--- config.mk ---
export PLATFORM = sky130hd
export DESIGN_NAME = sw_debounce
export DESIGN_NICKNAME = d
export VERILOG_FILES = /design/src/rtl/sw_debounce.sv
export SDC_FILE = /design/constraint.sdc
export NUM_CORES = 1
export LEC_CHECK = 0
export BUFFER_PORTS_ARGS = -buffer_cell sky130_fd_sc_hd__buf_4
export CAP_MARGIN = 15
export CORE_ASPECT_RATIO = 0.75
export CORE_MARGIN = 3
export CORE_UTILIZATION = 37
export CTS_CLUSTER_SIZE = 20
export DETAILED_ROUTE_END_ITERATION = 16
export PLACE_DENSITY = 0.6
export SYNTH_ARGS = -nofsm -noshare
export SYNTH_HDL_FRONTEND = slang
export SYNTH_SLANG_ARGS = --single-unit
--- constraint.sdc ---
create_clock -name sys_clk -period 1.7 [get_ports sys_clk]
set_input_delay 0.085 -clock sys_clk [delete_from_list [all_inputs] [get_ports sys_clk]]
set_output_delay 0.085 -clock sys_clk [all_outputs]
set_load 0.005 [all_outputs]
--- src/rtl/sw_debounce.sv ---
// Multi-bit switch conditioner: 2-flop synchroniser plus stable-count filter per bit,
// with registered rise/fall strobes and a sticky change flag with per-bit clear.

module sw_debounce_lane #(
  parameter int DEBOUNCE_CYCLES = 50000,
  parameter int CNT_W           = $clog2(DEBOUNCE_CYCLES)
) (
  input  logic sys_clk,
  input  logic rstn,
  input  logic raw_i,
  input  logic clr_i,
  output logic db_o,
  output logic rise_o,
  output logic fall_o,
  output logic chg_o
);
  localparam logic [CNT_W-1:0] TERM = CNT_W'(DEBOUNCE_CYCLES - 1);

  logic             s1_q, s2_q;
  logic [CNT_W-1:0] cnt_q, cnt_d;
  logic             db_q, db_d;
  logic             rise_q, rise_d, fall_q, fall_d;
  logic             chg_q, chg_d;

  // Any return of s2 to the settled level drops the partial count.
  always_comb begin
    cnt_d  = cnt_q + CNT_W'(1);
    db_d   = db_q;
    rise_d = 1'b0;
    fall_d = 1'b0;
    if (s2_q == db_q) begin
      cnt_d = '0;
    end else if (cnt_q == TERM) begin
      cnt_d  = '0;
      db_d   = s2_q;
      rise_d = s2_q;
      fall_d = ~s2_q;
    end
    // A new strobe wins over a simultaneous clear.
    chg_d = (rise_d | fall_d) ? 1'b1 : (clr_i ? 1'b0 : chg_q);
  end

  always_ff @(posedge sys_clk or negedge rstn) begin
    if (!rstn) begin
      s1_q   <= 1'b0;
      s2_q   <= 1'b0;
      cnt_q  <= '0;
      db_q   <= 1'b0;
      rise_q <= 1'b0;
      fall_q <= 1'b0;
      chg_q  <= 1'b0;
    end else begin
      s1_q   <= raw_i;
      s2_q   <= s1_q;
      cnt_q  <= cnt_d;
      db_q   <= db_d;
      rise_q <= rise_d;
      fall_q <= fall_d;
      chg_q  <= chg_d;
    end
  end

  assign db_o   = db_q;
  assign rise_o = rise_q;
  assign fall_o = fall_q;
  assign chg_o  = chg_q;
endmodule

module sw_debounce #(
  parameter int WIDTH           = 8,
  parameter int DEBOUNCE_CYCLES = 50000,
  parameter int CNT_W           = $clog2(DEBOUNCE_CYCLES)
) (
  input  logic             sys_clk,
  input  logic             rstn,
  input  logic [WIDTH-1:0] raw_i,
  input  logic [WIDTH-1:0] clr_i,
  output logic [WIDTH-1:0] db_o,
  output logic [WIDTH-1:0] rise_o,
  output logic [WIDTH-1:0] fall_o,
  output logic [WIDTH-1:0] chg_o
);
  // Bits share no state; one independent lane per input.
  for (genvar g = 0; g < WIDTH; g++) begin : g_lane
    sw_debounce_lane #(
      .DEBOUNCE_CYCLES(DEBOUNCE_CYCLES),
      .CNT_W          (CNT_W)
    ) u_lane (
      .sys_clk(sys_clk),
      .rstn   (rstn),
      .raw_i  (raw_i[g]),
      .clr_i  (clr_i[g]),
      .db_o   (db_o[g]),
      .rise_o (rise_o[g]),
      .fall_o (fall_o[g]),
      .chg_o  (chg_o[g])
    );
  end
endmodule

==> impl_metrics.xml, run 1 <==
<?xml version="1.0" encoding="UTF-8"?>
<metrics>
  <group name="timing">
    <metric name="final_max_slew_viol_count" unit="">0</metric>
    <metric name="hold_viol" unit="">0</metric>
    <metric name="min_period" unit="ns">1.638</metric>
    <metric name="maxClockFrequency" unit="GHz">0.6104</metric>
    <metric name="rsz0062_at_grt" unit="">false</metric>
    <metric name="setup-violations-final" unit="">0</metric>
    <metric name="worst_slew_pin_slew" unit="ns">0.3923</metric>
    <metric name="finalClockSkew" unit="ns">0.009348</metric>
    <metric name="layout_worst_path_cycle_share" unit="">0.9636</metric>
    <metric name="max_slew_margin" unit="">0.7360</metric>
    <metric name="setup_tns" unit="ns">0</metric>
  </group>
  <group name="synth">
    <metric name="synthesized_area_fraction_occupied_by_adder_cells" unit="">0.01227</metric>
    <metric name="yosys_warnings" unit="">0</metric>
    <metric name="yosys_register_bits" unit="">176</metric>
    <metric name="post-synth-top-area-cell" unit="">sky130_fd_sc_hd__dfrtp_1</metric>
    <metric name="netlist.area_leader.share" unit="">0.5399</metric>
    <metric name="synth_compound_area_frac" unit="">0.02163</metric>
    <metric name="largest_family_of_logic_cells_by_synthesized_area" unit="">simple AND/OR/NAND/NOR gates</metric>
    <metric name="synth.avg_cell_area" unit="sq um">10.35</metric>
    <metric name="syn_area" unit="sq mm">0.008158</metric>
    <metric name="part_of_the_yosys_area_used_for_sequential_elements" unit="">0.5399</metric>
    <metric name="netlist-cell-type-count" unit="">40</metric>
    <metric name="synth-simple-area-share" unit="">0.2445</metric>
    <metric name="syn-num-nets" unit="">814</metric>
    <metric name="xor_xnor_share_of_the_synthesized_area" unit="">0.1181</metric>
    <metric name="syn_inst" unit="">788</metric>
    <metric name="post_synth_main_area_contributors" unit="">sky130_fd_sc_hd__dfrtp_1 (54%), sky130_fd_sc_hd__xnor2_1 (9.4%), sky130_fd_sc_hd__nor2_1 (6.1%)</metric>
    <metric name="synth_mux_area_frac" unit="">0.01227</metric>
  </group>
  <group name="setup_path">
    <metric name="timing.critical_path.max_delay_family" unit="">simple AND/OR/NAND/NOR gates</metric>
    <metric name="path_max_fanout" unit="">3</metric>
    <metric name="critical_path.max_stage_delay" unit="ns">0.51</metric>
    <metric name="cp_buf_inv_count" unit="">0</metric>
    <metric name="crit_chain" unit="">ha_2 -&gt; nand2_2 -&gt; or4_4 -&gt; or3_4 -&gt; a21oi_2</metric>
    <metric name="slowest_stage" unit="">sky130_fd_sc_hd__or4_4</metric>
    <metric name="end_kind" unit="">register</metric>
    <metric name="cp_data_arrival_time" unit="ns">1.99</metric>
    <metric name="critical_path_class" unit="">reg2reg</metric>
    <metric name="cp-start-kind" unit="">register</metric>
    <metric name="worst-endpoint-required" unit="ns">2.05</metric>
  </group>
  <group name="final_layout">
    <metric name="area_growth" unit="%">21.04</metric>
    <metric name="multi_input_area" unit="sq mm">0.003382</metric>
    <metric name="layout.cells.most_common" unit="">sky130_fd_sc_hd__dfrtp_1</metric>
    <metric name="design.final.nets" unit="">906</metric>
    <metric name="n_antenna_cell" unit="">0</metric>
    <metric name="register_area" unit="sq mm">0.004407</metric>
    <metric name="postLayoutCellArea" unit="sq mm">0.009874</metric>
    <metric name="top_library_cells_by_usage_in_the_layout_fill_and_taps_aside" unit="">sky130_fd_sc_hd__dfrtp_1 (174), sky130_fd_sc_hd__nor2_1 (132), sky130_fd_sc_hd__buf_4 (95)</metric>
    <metric name="fill_count" unit="">2001</metric>
    <metric name="final_layout_size_suffix_gt1_frac" unit="">0.1736</metric>
  </group>
  <group name="floorplanning">
    <metric name="die_width" unit="um">177.5</metric>
    <metric name="fp.dieH" unit="um">134.6</metric>
    <metric name="dieArea" unit="sq mm">0.02388</metric>
    <metric name="initial_core_util" unit="">0.3810</metric>
    <metric name="placeableCoreArea" unit="sq mm">0.02141</metric>
    <metric name="core.rowCount" unit="">46</metric>
    <metric name="io_pins" unit="">50</metric>
  </group>
  <group name="power_and_ir_drop">
    <metric name="total_leakage_power" unit="uW">0.004121</metric>
    <metric name="vdd_ir_drop_max" unit="mV">0.6025</metric>
    <metric name="power.density_cell_area" unit="mW/mm^2">880.5</metric>
  </group>
  <group name="detailed_routing">
    <metric name="drc_errors" unit="">0</metric>
    <metric name="drt_iter0_markers" unit="">332</metric>
    <metric name="number_of_iterations_in_the_first_detailed_routing_pass" unit="">4</metric>
    <metric name="routed_wire_length_per_instance" unit="um">12.86</metric>
    <metric name="postRouteWirelength" unit="um">15180</metric>
    <metric name="drtAntennaViolNets" unit="">0</metric>
    <metric name="routed_via_density" unit="">4.863</metric>
    <metric name="vias" unit="">5743</metric>
  </group>
  <group name="grt">
    <metric name="grt_use_total" unit="">0.1337</metric>
    <metric name="grt_first_pass_wirelength" unit="um">26250</metric>
    <metric name="antenna_violations_before_repair" unit="">0</metric>
    <metric name="number_of_global_route_vias_before_repair" unit="">5496</metric>
    <metric name="grt_start_max_net_pins" unit="">53</metric>
    <metric name="gr-total-overflow" unit="">0</metric>
  </group>
  <group name="place">
    <metric name="detailed_placement_hpwl" unit="um">10380</metric>
    <metric name="place.gp.congestion" unit="">0.7763</metric>
    <metric name="placed_area" unit="sq mm">0.009031</metric>
    <metric name="buffer_ports.inserted" unit="">49</metric>
  </group>
  <group name="clock_tree">
    <metric name="cts.root.buffer_cell" unit="">sky130_fd_sc_hd__clkbuf_16</metric>
    <metric name="tritoncts_num_sinks" unit="">176</metric>
    <metric name="cts_inserted_buffers" unit="">17</metric>
    <metric name="worst_setup_hold_path_clk_slew" unit="ns">0.06</metric>
    <metric name="tritoncts_clock_tree" unit="">done</metric>
    <metric name="htree_levels" unit="">4</metric>
    <metric name="clk-insertion-delay-late" unit="ns">0.42</metric>
    <metric name="clock_path_buffers" unit="">2</metric>
  </group>
  <group name="run_status">
    <metric name="status" unit="">finished, final reports clean</metric>
  </group>
  <group name="worst_hold_path">
    <metric name="hold_path_class" unit="">in2async</metric>
  </group>
  <group name="job">
    <metric name="max_cap_viol_count" unit="">0</metric>
  </group>
</metrics>
-- cell families (layout without fill, tap and decap cells) --
group           count (synthesis)  count (layout)
compound gates                 29              29
xor+xnor                      110             110
fa+ha+maj                       8               8
buf+inv                        76             181
flops                         176             176
mux                             9               9
simple gates                  380             380
-- report_power, final --
| part | internal (uW) | switching, uW |
|---|---|---|
| Combinational | 154 | 196 |
| Sequential | 4250 | 58.3 |
| Clock | 2460 | 1570 |
| Total | 6870 | 1820 |
-- area by class of cell --
type,instances,share of cell area
Sequential cell,176,0.4463
Tap cell,288,0.03649
Timing Repair Buffer,119,0.1021
Multi-Input combinational cell,536,0.3425
Inverter,30,0.01140
Clock inverter,9,0.01584
Clock buffer,23,0.04536
-- synthesized netlist by cell type --
| cell | number |
|---|---|
| sky130_fd_sc_hd__a21oi_1 | 9 |
| sky130_fd_sc_hd__a22o_1 | 3 |
| sky130_fd_sc_hd__a31o_2 | 2 |
| sky130_fd_sc_hd__and2_1 | 1 |
| sky130_fd_sc_hd__and3_1 | 17 |
| sky130_fd_sc_hd__and3_2 | 1 |
| sky130_fd_sc_hd__and4_1 | 2 |
| sky130_fd_sc_hd__buf_1 | 1 |
| sky130_fd_sc_hd__buf_2 | 8 |
| sky130_fd_sc_hd__buf_4 | 32 |
| sky130_fd_sc_hd__clkbuf_1 | 2 |
| sky130_fd_sc_hd__clkbuf_2 | 3 |
| sky130_fd_sc_hd__dfrtp_1 | 176 |
| sky130_fd_sc_hd__ha_1 | 8 |
| sky130_fd_sc_hd__inv_1 | 30 |
| sky130_fd_sc_hd__mux2_2 | 8 |
| sky130_fd_sc_hd__mux2i_1 | 1 |
| sky130_fd_sc_hd__nand2_1 | 31 |
| sky130_fd_sc_hd__nand2b_1 | 6 |
| sky130_fd_sc_hd__nand3_1 | 47 |
| sky130_fd_sc_hd__nand3_4 | 1 |
| sky130_fd_sc_hd__nand4_1 | 30 |
| sky130_fd_sc_hd__nand4_2 | 2 |
| sky130_fd_sc_hd__nand4b_1 | 4 |
| sky130_fd_sc_hd__nor2_1 | 132 |
| sky130_fd_sc_hd__nor3_1 | 29 |
| sky130_fd_sc_hd__nor3b_1 | 17 |
| sky130_fd_sc_hd__nor4_1 | 32 |
| sky130_fd_sc_hd__nor4b_1 | 6 |
| sky130_fd_sc_hd__nor4bb_1 | 10 |
| sky130_fd_sc_hd__o21ai_0 | 6 |
| sky130_fd_sc_hd__o21ai_1 | 3 |
| sky130_fd_sc_hd__o22ai_1 | 2 |
| sky130_fd_sc_hd__o31ai_1 | 4 |
| sky130_fd_sc_hd__or2_0 | 2 |
| sky130_fd_sc_hd__or2_2 | 1 |
| sky130_fd_sc_hd__or3_1 | 4 |
| sky130_fd_sc_hd__or4_1 | 5 |
| sky130_fd_sc_hd__xnor2_1 | 88 |
| sky130_fd_sc_hd__xor2_1 | 22 |
-- metrics by stage --
stage	std cells	hold WS (ns)	util	worst slack [ns]	total power [uW]
2_1_floorplan	788	-0.2106	-	0.01015	4503
3_3_place_gp	1130	0.06473	0.4218	0.04945	4712
3_5_place_dp	1130	0.06297	0.4218	0.04595	4714
4_1_cts	1179	0.1738	0.4580	0.01935	8837
5_1_grt	1181	0.1826	0.4612	0.0001974	9089
6_report	1181	0.1721	0.4612	0.06183	8694
-- registers in the layout, summed over array words and instances, names as in the netlist --
| name | cells |
|---|---|
| g_lane.u_lane.rise_o | 8 |
| g_lane.u_lane.s2_q | 8 |
| g_lane.u_lane.fall_o | 8 |
| g_lane.u_lane.chg_o | 8 |
| g_lane.u_lane.cnt_q | 128 |
| g_lane.u_lane.db_o | 8 |
| g_lane.u_lane.s1_q | 8 |
-- routing by layer --
metal | wire length [um] | vias to the layer above | GRT usage | share of wire
li1 | - | 2881 | - | -
met1 | 8101 | 2778 | 0.1988 | 0.53
met2 | 6353 | 71 | 0.1929 | 0.42
met3 | 582 | 13 | 0.03766 | 0.038
met4 | 146 | 0 | 0.03269 | 0.0096
met5 | 0 | - | 0 | 0
-- path summary, 6_finish.rpt --
path | start | endpoint | slack, ns | cells past startpoint
min in group sys_clk | raw_i[2] | g_lane[2].u_lane.s1_q$_DFF_PN0_ | 0.31 | 2
hold / removal | rstn | g_lane[7].u_lane.fall_o$_DFF_PN0_ | 0.17 | 2
setup / recovery | g_lane[5].u_lane.cnt_q[0]$_DFF_PN0_ | g_lane[5].u_lane.cnt_q[14]$_DFF_PN0_ | 0.06 | 5
hold reg to reg | g_lane[3].u_lane.s1_q$_DFF_PN0_ | g_lane[3].u_lane.s2_q$_DFF_PN0_ | 0.35 | 0
setup reg to reg | g_lane[5].u_lane.cnt_q[0]$_DFF_PN0_ | g_lane[5].u_lane.cnt_q[14]$_DFF_PN0_ | 0.06 | 5
max in group asynchronous | rstn | g_lane[4].u_lane.cnt_q[12]$_DFF_PN0_ | 0.90 | 3
-- what timing repair did --
| action | 4_1_cts | 5_1_grt |
|---|---|---|
| resized for setup | 0 | 13 |
| endpoints found under the setup margin | 0 | 39 |
| hold buffers | 17 | 0 |
| buffers inserted | 0 | 2 |
| endpoints found under the hold margin | 90 | 0 |
-- worst register-to-register path, delay by kind of cell, from the launching register on --
kind                       cells  cell delay, ns
DFF                            1            0.35
AOI/OAI and AO/OA              1            0.11
and+or+nand+nor                3            0.91
adders and majority gates      1            0.21
No activity file was read; power rests on OpenSTA's default activity.
==> run 2, diff against run 1 <==
- CORE_UTILIZATION: 37 -> 25
- PLACE_DENSITY: 0.6 -> 0.46
==> impl_metrics.xml, run 2 (synthesized netlist as in run 1, its figures left out) <==
<?xml version="1.0" encoding="UTF-8"?>
<metrics>
  <group name="detailed_routing">
    <metric name="number_of_iterations_in_the_first_detailed_routing_pass" unit="">4</metric>
    <metric name="routed_wire_length_per_instance" unit="um">12.05</metric>
    <metric name="drt_iter0_markers" unit="">300</metric>
    <metric name="drtAntennaViolNets" unit="">0</metric>
    <metric name="postRouteWirelength" unit="um">16120</metric>
    <metric name="routed_via_density" unit="">4.239</metric>
    <metric name="drc_errors" unit="">0</metric>
    <metric name="vias" unit="">5667</metric>
  </group>
  <group name="grt">
    <metric name="grt_first_pass_wirelength" unit="um">28220</metric>
    <metric name="grt_start_max_net_pins" unit="">49</metric>
    <metric name="number_of_global_route_vias_before_repair" unit="">5641</metric>
    <metric name="gr-total-overflow" unit="">0</metric>
    <metric name="grt_use_total" unit="">0.09735</metric>
    <metric name="antenna_violations_before_repair" unit="">0</metric>
  </group>
  <group name="clock_tree">
    <metric name="cts.root.buffer_cell" unit="">sky130_fd_sc_hd__clkbuf_16</metric>
    <metric name="worst_setup_hold_path_clk_slew" unit="ns">0.08</metric>
    <metric name="tritoncts_clock_tree" unit="">done</metric>
    <metric name="clk-insertion-delay-late" unit="ns">0.44</metric>
    <metric name="cts_inserted_buffers" unit="">17</metric>
    <metric name="clock_path_buffers" unit="">2</metric>
    <metric name="htree_levels" unit="">4</metric>
    <metric name="tritoncts_num_sinks" unit="">176</metric>
  </group>
  <group name="final_layout">
    <metric name="design.final.nets" unit="">915</metric>
    <metric name="fill_count" unit="">3304</metric>
    <metric name="final_layout_size_suffix_gt1_frac" unit="">0.1951</metric>
    <metric name="regMostFlops" unit="">g_lane.u_lane.cnt_q</metric>
    <metric name="finish.cell_count_without_fillers" unit="">1337</metric>
    <metric name="area_growth" unit="%">24.00</metric>
    <metric name="n_antenna_cell" unit="">0</metric>
    <metric name="top_library_cells_by_usage_in_the_layout_fill_and_taps_aside" unit="">sky130_fd_sc_hd__dfrtp_1 (171), sky130_fd_sc_hd__nor2_1 (132), sky130_fd_sc_hd__buf_4 (105)</metric>
    <metric name="max_ffs_per_register" unit="">128</metric>
    <metric name="layout.cells.most_common" unit="">sky130_fd_sc_hd__dfrtp_1</metric>
    <metric name="multi_input_area" unit="sq mm">0.003416</metric>
    <metric name="register_area" unit="sq mm">0.004410</metric>
    <metric name="final_core_utilization" unit="">0.3194</metric>
  </group>
  <group name="timing">
    <metric name="finalHoldWorstSlack" unit="ns">0.1414</metric>
    <metric name="rsz0062_at_grt" unit="">true</metric>
    <metric name="worst_slew_pin_slew" unit="ns">0.4130</metric>
    <metric name="min_period" unit="ns">1.654</metric>
    <metric name="maxClockFrequency" unit="GHz">0.6046</metric>
    <metric name="hold_viol" unit="">0</metric>
    <metric name="setup-violations-final" unit="">0</metric>
    <metric name="finalClockSkew" unit="ns">0.01154</metric>
    <metric name="layout_worst_path_cycle_share" unit="">0.9730</metric>
    <metric name="setup_tns" unit="ns">0</metric>
    <metric name="final_max_slew_viol_count" unit="">0</metric>
    <metric name="max_slew_margin" unit="">0.7221</metric>
  </group>
  <group name="power_and_ir_drop">
    <metric name="power.share.sequential" unit="">0.511</metric>
    <metric name="clock_power_share" unit="">0.448</metric>
    <metric name="p_comb_frac" unit="">0.042</metric>
    <metric name="power.switching" unit="uW">2061</metric>
    <metric name="switching_share" unit="">0.2443</metric>
    <metric name="total_leakage_power" unit="uW">0.004173</metric>
    <metric name="p_total" unit="uW">8437</metric>
    <metric name="vdd_ir_drop_max" unit="mV">0.5785</metric>
    <metric name="internal_power" unit="uW">6376</metric>
    <metric name="power.density_cell_area" unit="mW/mm^2">834.0</metric>
  </group>
  <group name="place">
    <metric name="detailed_placement_hpwl" unit="um">10880</metric>
    <metric name="buffer_ports.inserted" unit="">49</metric>
    <metric name="dpl.cell_count" unit="">1284</metric>
    <metric name="place.gp.congestion" unit="">0.7669</metric>
  </group>
  <group name="job">
    <metric name="max_cap_viol_count" unit="">0</metric>
  </group>
  <group name="run_status">
    <metric name="status" unit="">finished, final reports clean</metric>
  </group>
  <group name="setup_path">
    <metric name="cp_data_arrival_time" unit="ns">2.01</metric>
    <metric name="critical_path_class" unit="">reg2reg</metric>
    <metric name="path_max_fanout" unit="">2</metric>
    <metric name="end_kind" unit="">register</metric>
    <metric name="worst-endpoint-required" unit="ns">2.06</metric>
    <metric name="cp-start-kind" unit="">register</metric>
  </group>
  <group name="floorplanning">
    <metric name="dieArea" unit="sq mm">0.03486</metric>
    <metric name="die_width" unit="um">214.6</metric>
    <metric name="fp.dieH" unit="um">162.4</metric>
    <metric name="core.rowCount" unit="">56</metric>
    <metric name="io_pins" unit="">50</metric>
    <metric name="placeableCoreArea" unit="sq mm">0.03167</metric>
    <metric name="initial_core_util" unit="">0.2576</metric>
  </group>
  <group name="worst_hold_path">
    <metric name="hold_path_class" unit="">in2async</metric>
  </group>
</metrics>
run 2: changes by cell type in the layout (fill, tap and decap cells not counted), sizes merged:
cell      previous run  this run
inv                 31        38
clkinvlp             3         2
clkbuf              24        20
buf                101       110
bufinv               4         0
clkinv               1         3
run 2: timing repair:
| item | 4_1_cts | 5_1_grt |
|---|---|---|
| gates resized for setup | 2 | 18 |
| hold buffers | 17 | 0 |
| endpoints found under the setup margin | 1 | 39 |
| pin swaps | 1 | 0 |
| hold endpoints to repair | 145 | 0 |
| setup buffers | 1 | 3 |
run 2: routing by layer:
metal / track usage / wire length, um
met5: 0 / 0
met3: 0.02536 / 442
met2: 0.1418 / 6690
met4: 0.02992 / 192
met1: 0.1414 / 8790
run 2: worst max-delay path, stage by stage (launching register included):
cell and delay, ns:
sky130_fd_sc_hd__dfrtp_1 0.36, sky130_fd_sc_hd__ha_2 0.19, sky130_fd_sc_hd__nand2_2 0.05, sky130_fd_sc_hd__or4_4 0.50, sky130_fd_sc_hd__or3_1 0.33, sky130_fd_sc_hd__a21oi_2 0.14
run 2: path summary, 6_finish.rpt:
check / startpoint / endpoint / slack (ns) / cells after the start
min: rstn / g_lane[3].u_lane.chg_o$_DFFE_PN0P_ / 0.14 / 2
min reg2reg: g_lane[2].u_lane.s1_q$_DFF_PN0_ / g_lane[2].u_lane.s2_q$_DFF_PN0_ / 0.34 / 0
max in group asynchronous: rstn / g_lane[0].u_lane.cnt_q[10]$_DFF_PN0_ / 0.87 / 3
min in group sys_clk: raw_i[4] / g_lane[4].u_lane.s1_q$_DFF_PN0_ / 0.30 / 2
max reg2reg: g_lane[5].u_lane.cnt_q[1]$_DFF_PN0_ / g_lane[5].u_lane.cnt_q[14]$_DFF_PN0_ / 0.05 / 5
max: g_lane[5].u_lane.cnt_q[1]$_DFF_PN0_ / g_lane[5].u_lane.cnt_q[14]$_DFF_PN0_ / 0.05 / 5
run 2: layout make-up:
type                    instances  share of cell area
clock inverters                13             0.01163
well taps                     435             0.05380
repair buffers                128              0.1060
flip-flops and latches        176              0.4360
clock buffers                  19             0.04378
multi-input cells             536              0.3377
inverters                      30             0.01113
run 2: power by group through the flow:
stage                     registers, uW  logic [uW]  clock network, uW
after floorplan                    4380         124                  0
after global placement             4390         335                  0
after detailed placement           4390         335                  0
after CTS                          4310         368               3950
after global routing               4320         405               4120
final                              4310         353               3780
run 2: through the flow:
stage	area (sq um)	setup slack (ns)
after CTS	10010	0.01486
final	10120	0.04589
after floorplan	8160	0.01015
after global placement	9268	0.03183
after global routing	10120	-0.02426
after detailed placement	9268	0.03404
